==> config.mk <==
export PLATFORM = sky130hd
export DESIGN_NAME = jump_reg_hazard_ctrl
export DESIGN_NICKNAME = d
export VERILOG_FILES = /design/src/rtl/jump_reg_hazard_ctrl.sv
export SDC_FILE = /design/constraint.sdc
export NUM_CORES = 1
export LEC_CHECK = 0
export BUFFER_PORTS_ARGS = -buffer_cell sky130_fd_sc_hd__buf_2
export CORE_MARGIN = 2
export CORE_UTILIZATION = 32
export DETAILED_ROUTE_END_ITERATION = 16
export PLACE_DENSITY = 0.61
export SLEW_MARGIN = 0
export SYNTH_ARGS = -nofsm -noshare
export SYNTH_HDL_FRONTEND = slang
export SYNTH_SLANG_ARGS = --single-unit
==> constraint.sdc <==
create_clock -name iClk -period 2.45 [get_ports iClk]
set_clock_uncertainty 0.15 [all_clocks]
set_input_delay 0.1225 -clock iClk [delete_from_list [all_inputs] [get_ports iClk]]
set_output_delay 0.1225 -clock iClk [all_outputs]
set_load 0.02 [all_outputs]
==> src/rtl/jump_reg_hazard_ctrl.sv <==
// jump_reg_hazard_ctrl: jr/jalr target forwarding select and stall control from an EX/MEM/WB destination shadow
module jump_reg_hazard_ctrl #(
  parameter int CNT_W = 16
) (
  input  logic             iClk,
  input  logic             iReset,
  input  logic             iIDJumpReg,
  input  logic [4:0]       iIDRs,
  input  logic             iIDRegWrite,
  input  logic [4:0]       iIDRegDst,
  input  logic             iIDMemRead,
  input  logic             iExtStall,
  input  logic             iFlush,
  output logic [1:0]       oEXForwardJ,
  output logic             oStall,
  output logic             oJumpGo,
  output logic [CNT_W-1:0] oStallCnt
);
  typedef enum logic {S_IDLE, S_WAIT} state_t;
  state_t state, stateNext;
  logic exValid, memValid, wbValid, exLoad, memLoad;
  logic [4:0] exDst, memDst, wbDst;
  logic lookup, exHit, memHit, wbHit, hazStall;
  assign lookup = iIDJumpReg & (iIDRs != 5'd0);
  assign exHit = lookup & exValid & (exDst == iIDRs);
  assign memHit = lookup & memValid & (memDst == iIDRs);
  assign wbHit = lookup & wbValid & (wbDst == iIDRs);
  // youngest producer wins; a load in EX or an ALU result in MEM has no path yet
  assign hazStall = exHit ? exLoad : memHit & ~memLoad;
  assign oEXForwardJ = exHit ? (exLoad ? 2'b00 : 2'b01) :
                       memHit ? (memLoad ? 2'b10 : 2'b00) :
                       wbHit ? 2'b11 : 2'b00;
  assign oStall = hazStall & ~iFlush;
  assign oJumpGo = iIDJumpReg & ~oStall & ~iExtStall & ~iFlush;
  // shadow of in-flight destinations; a bubble enters EX whenever ID does not advance
  always_ff @(posedge iClk or posedge iReset) begin
    if (iReset) begin
      {exValid, exDst, exLoad} <= '0;
      {memValid, memDst, memLoad} <= '0;
      {wbValid, wbDst} <= '0;
    end else begin
      {wbValid, wbDst} <= {memValid, memDst};
      {memValid, memDst, memLoad} <= {exValid, exDst, exLoad};
      {exValid, exDst, exLoad} <= (oStall | iExtStall | iFlush) ? 7'd0 :
                                  {iIDRegWrite & (iIDRegDst != 5'd0), iIDRegDst, iIDMemRead};
    end
  end
  // stall-tracking state register
  always_ff @(posedge iClk or posedge iReset) begin
    if (iReset) state <= S_IDLE;
    else state <= stateNext;
  end
  // enter WAIT on a stall, leave once the jr resolves, is squashed or leaves ID
  always_comb begin
    stateNext = oStall ? S_WAIT : (oJumpGo | iFlush | ~iIDJumpReg) ? S_IDLE : state;
  end
  // saturating stall-cycle counter
  always_ff @(posedge iClk or posedge iReset) begin
    if (iReset) oStallCnt <= '0;
    else oStallCnt <= (oStall && oStallCnt != '1) ? oStallCnt + 1'b1 : oStallCnt;
  end
  // every jr hazard clears after a single bubble, so a waiting jr never stalls again
  assert property (@(posedge iClk) disable iff (iReset) !(state == S_WAIT && oStall));
endmodule
==> impl_metrics.toml, run 1 <==
[route]
drt_wl_total_mm = 3.45
route.detailed.drc = 0
ant_nets = 0
route.detailed.wl_per_inst_um = 13.0
via_per_inst = 4.65
first_iter_violations = 37
first_pass_iters = 4
vias = 1236

[setup_path]
critPathMaxFanout = 6
critical_path.cell_chain = "xor2_1, nor4_2, o2111ai_4, mux2i_4, buf_6, or4_1, xnor2_1"
cp.buffers_inverters = 1
crit_family = "simple AND/OR/NAND/NOR gates"
crit_arrival_ps = 2460
regToRegSetupSlack_ps = 9
cp-end-kind = "flip-flop"
cpPeakStageDelay_ps = 530
path_class = "reg -> reg"
cp_slowest_cell = "or4_1"
cp-start-kind = "flip-flop"
crit_required_ps = 2470

[layout]
final_util = 0.442
fin_area_um2 = 2240
fill_cells = 505
final_layout_size_suffix_gt1_frac = 0.337
diodes = 0
area_growth_pct = 33.7
fin_nets = 213

[min_path]
min_path_type = "in -> reg"

[run_status]
outcome = "finished clean"

[sta]
maxSlewViolCount = 0
fin_crit_sh = 0.996
fin_setup_tns_ps = 0
hold_viol_final = 0
fmax_ghz = 0.410
rsz0062_at_grt = "true"
layout_setup_ws_ps = 9.49
fin_worst_hold_slack_ps = 142
tightest_slew_ps = 493
setup_violations = 0
worst_slew_margin_rel = 0.668
fin_crit_ps = 2440

[placement]
port_buffers = 36
globalplace.congestion = 0.798
place_area_um2 = 1990
preCtsSetupSlack_ps = 23.4
dp_hpwl_mm = 2.41

[run]
maxCapViolCount = 0

[clock_network]
cts_tree = "done"
clk_path_buf_depth = 2
clock_latency_ps = 290
numCtsBuffers = 5
clk_pin_slew_ps = 70
cts_sinks = 36
cts.htree.levels = 2
cts-root-buf = "clkbuf_8"

[pwr]
p_per_area_nw_per_um2 = 547
leakage_nw = 1.04
ir_worst_vdd_mv = 0.303

[global_route]
antenna_found_initial = 0
grt_max_degree = 37
grt_pass1_wl_mm = 5.95
grt_pass1_vias = 1231
gr-usage-all-layers = 0.131
grt-ovfl-total = 0

[floorplan]
initial_utilization = 0.331
rows = 26
die-width_um = 76.4
core_region_area_um2 = 5070
ios = 37
die_height_um = 76.4
die_area_um2 = 5840

[synthesis]
ys_seq_area_frac = 0.537
synth-async-reset-ratio = 1.00
syn_nets = 154
synth_edf_count = 0
synth_top_area_share = 0.537
synth_cells = 136
ys_ff_latch = 36
ys_warn_count = 0
synth-main-ff-cell = "dfrtp_1"
synthDistinctLibCells = 35
synthesis.area_um2 = 1680
yosys-top-cells-area = "dfrtp_1 54%, xnor2_1 8.9%, xor2_1 6.3%"
avgSynthCellArea_um2 = 12.3
yosys.area.top_type = "dfrtp_1"
[cell type report]
| class | count | area (um2) | share of cell area |
|---|---|---|---|
| inverter | 2 | 7.51 | 0.00335 |
| sequential | 36 | 901 | 0.402 |
| multi-input combinational | 96 | 792 | 0.353 |
| timing repair buffer | 54 | 348 | 0.155 |
| tap | 70 | 87.6 | 0.0390 |
| clock inverter | 2 | 35.0 | 0.0156 |
| clock buffer | 6 | 72.6 | 0.0323 |
[worst reg2reg max path: cells and delay by family (launching register included)]
family,cells,cell delay [ps]
AOI/OAI and AO/OA,1,190
xor gates and xnor gates,2,310
buffers and inverters,1,170
DFF,1,390
muxes,1,250
and+or+nand+nor,2,870
[cell families after synthesis]
group | share of synthesized area
compound gates | 0.0373
xor+xnor | 0.151
fa+ha+maj | 0.00746
buf+inv | 0.0134
flops | 0.537
mux | 0.0216
simple gates | 0.232
[path summary, 6_finish.rpt]
kind,depth (start not counted),end,startpoint
setup reg to reg,7,oStallCnt[3],exDst[3]
setup / recovery,7,oStallCnt[3],exDst[3]
hold / removal,4,exValid,iExtStall
hold reg to reg,0,memValid,exValid
min in group asynchronous,4,exLoad,iReset
max in group asynchronous,4,oStallCnt[5],iReset
[sequential cells by signal (all words and copies together) (netlist names)]
register   cells
wbValid        1
memDst         5
oStallCnt     16
memLoad        1
exDst          5
exLoad         1
wbDst          5
exValid        1
memValid       1
[synth_stat cells, types with 2 or more instances]
cell type  count
dfrtp_1       36
xnor2_1       17
xor2_1        12
nand2_1        8
nand3_1        8
and2_1         7
nor3_1         5
nor2_1         4
nor4_1         3
nor4b_2        3
or4_1          3
inv_1          2
mux2_1         2
nand2b_1       2
nand4b_1       2
nand4bb_1      2
o21ai_0        2
[through the flow]
step	power, mW	instances
2_1_floorplan	0.672	136
5_1_grt	1.28	266
4_1_cts	1.24	265
3_5_place_dp	0.711	248
3_3_place_gp	0.710	248
6_report	1.23	266
[layout by cell type (no fill, tap or decap), types with 3 or more instances in the layout]
| cell | synthesis | routed |
|---|---|---|
| nor3_1 | 5 | 5 |
| dlygate4sd3_1 | 0 | 8 |
| dfrtp_1 | 36 | 36 |
| and2_1 | 7 | 6 |
| or4_1 | 3 | 3 |
| nor4b_2 | 3 | 3 |
| xor2_1 | 12 | 12 |
| nand2_1 | 8 | 8 |
| nand3_1 | 8 | 8 |
| xnor2_1 | 17 | 16 |
| buf_2 | 0 | 34 |
| nor2_1 | 4 | 4 |
| buf_4 | 0 | 10 |
| clkbuf_8 | 0 | 5 |
[routing by layer]
layer / vias to the layer above / routed length, um / track usage
met5: - / 0 / 0
met4: 0 / 46 / 0.0491
met3: 5 / 188 / 0.0486
met2: 33 / 1640 / 0.203
met1: 604 / 1580 / 0.168
li1: 594 / - / -
[power breakdown]
part	switching [mW]	total, mW	internal [mW]
Clock	0.215	0.517	0.302
Sequential	0.00863	0.616	0.608
Combinational	0.0497	0.0930	0.0433
[what timing repair did]
action / in CTS / in global routing
buffers inserted: 1 / 1
gates resized for setup: 4 / 6
hold buffers: 8 / 0
endpoints found under the hold margin: 43 / 0
setup endpoints to repair: 2 / 9
pin swaps: 2 / 1
No activity file was read; power rests on OpenSTA's default activity.
==> inputs of run 2 (changes only) <==
==> constraint.sdc (replaced) <==
create_clock -name iClk -period 2.45 [get_ports iClk]
set_clock_uncertainty 0.15 [all_clocks]
set_input_delay 0.49 -clock iClk [delete_from_list [all_inputs] [get_ports iClk]]
set_output_delay 0.49 -clock iClk [all_outputs]
set_load 0.02 [all_outputs]
==> impl_metrics.toml, run 2 (synthesis results as in run 1) <==
[setup_path]
cp-end-kind = "output port"
reg2reg_from = "exDst[3]"
cp-start-kind = "input pin"
rr_worst_depth = 9
crit_arrival_ps = 2180
regToRegSetupSlack_ps = -170
r2r-end = "oStallCnt[6]"
crit_required_ps = 1810
critPathMaxFanout = 2
path_class = "in -> out"

[clock_network]
numCtsBuffers = 5
cts_sinks = 36
cts-root-buf = "clkbuf_8"
clock_latency_ps = 290
cts_tree = "done"
clk_path_buf_depth = 2
clk_pin_slew_ps = 70
cts.hold.buffers_added = 0
cts.htree.levels = 2

[layout]
layout_common_cells = "36 x dfrtp_1, 29 x buf_2, 25 x buf_4, 14 x xnor2_1, 11 x xor2_1"
fin_nets = 218
instances_no_fill = 271
layout_commonest_cell = "dfrtp_1"
multiInputGateArea_um2 = 865
diodes = 0
final_layout_size_suffix_gt1_frac = 0.443
largest_reg_flops = 16
area_growth_pct = 40.9
fill_cells = 500
register_area_um2 = 901
largest_register = "oStallCnt"

[floorplan]
initial_utilization = 0.331
core_region_area_um2 = 5070
die_height_um = 76.4
ios = 37
rows = 26
die-width_um = 76.4
die_area_um2 = 5840

[run]
maxCapViolCount = 0

[sta]
fin_crit_ps = 2820
layout_setup_ws_ps = -373
worst_slew_margin_rel = 0.704
maxSlewViolCount = 0
hold_viol_final = 0
fin_worst_hold_slack_ps = 143
fmax_ghz = 0.354
tightest_slew_ps = 444
rsz0062_at_grt = "true"
setup_violations = 15
fin_crit_sh = 1.15

[global_route]
grt_pass1_wl_mm = 6.33
gr-usage-all-layers = 0.139
grt-ovfl-total = 0
grt_max_degree = 37
antenna_found_initial = 0
grt_pass1_vias = 1303

[run_status]
violations = "setup timing"
outcome = "complete, but fails checks"

[route]
first_iter_violations = 56
route.detailed.drc = 0
route.detailed.wl_per_inst_um = 13.5
vias = 1261
first_pass_iters = 4
via_per_inst = 4.65
ant_nets = 0
drt_wl_total_mm = 3.65

[placement]
port_buffers = 36
dp_hpwl_mm = 2.68
dp.cells = 259
globalplace.congestion = 0.846

[pwr]
p_per_area_nw_per_um2 = 520
leakage_nw = 1.13
ir_worst_vdd_mv = 0.268

[min_path]
min_path_type = "in -> async"
[run 2: cell type report]
| cell class | count | share of cell area |
|---|---|---|
| clock inverter | 3 | 0.0180 |
| inverter | 2 | 0.00317 |
| clock buffer | 5 | 0.0291 |
| sequential | 36 | 0.381 |
| tap | 70 | 0.0370 |
| timing repair buffer | 59 | 0.166 |
| multi-input combinational | 96 | 0.366 |
[run 2: timing repair]
action	in CTS	in global routing
gates resized for setup	18	7
endpoints found under the setup margin	9	18
pin swaps	9	6
setup buffers	3	1
[run 2: how the worst max path moves through the flow]
stage                     startpoint  endpoint  slack [ps]  cells after the start
after floorplan             iIDRs[1]   oJumpGo        -420                      6
after global placement      iIDRs[1]   oJumpGo        -340                      7
after detailed placement    iIDRs[2]   oJumpGo        -400                      7
after CTS                   iIDRs[1]   oJumpGo        -360                      7
after global routing        iIDRs[1]   oJumpGo        -420                      7
final                       iIDRs[1]   oJumpGo        -370                      7
[run 2: critical path: stages]
cell	delay, ps
buf_6	90
or4_4	560
o2111ai_4	260
mux2i_4	280
nor3b_4	220
and2_4	170
buf_6	110
[run 2: stage by stage]
stage	setup slack, ps	setup TNS (ps)	cell area (um2)	power (mW)	util
detailed placement	-404	-4450	2090	0.722	0.411
global placement	-340	-3970	2090	0.720	0.411
floorplan	-418	-482	1690	0.673	-
CTS	-362	-2510	2300	1.25	0.454
global route	-420	-4200	2360	1.29	0.466
finish	-373	-2160	2360	1.23	0.466
[run 2: power by group]
| group | internal [mW] | total [mW] | switching, mW |
|---|---|---|---|
| sequential | 0.608 | 0.617 | 0.00945 |
| combinational | 0.0464 | 0.100 | 0.0540 |
| clock | 0.301 | 0.511 | 0.210 |
| total | 0.955 | 1.23 | 0.274 |
[run 2: metal layers]
metal  wire (um)  GRT usage
met5           0          0
met2        1760      0.223
met1        1610      0.179
met4          63     0.0473
met3         210     0.0391
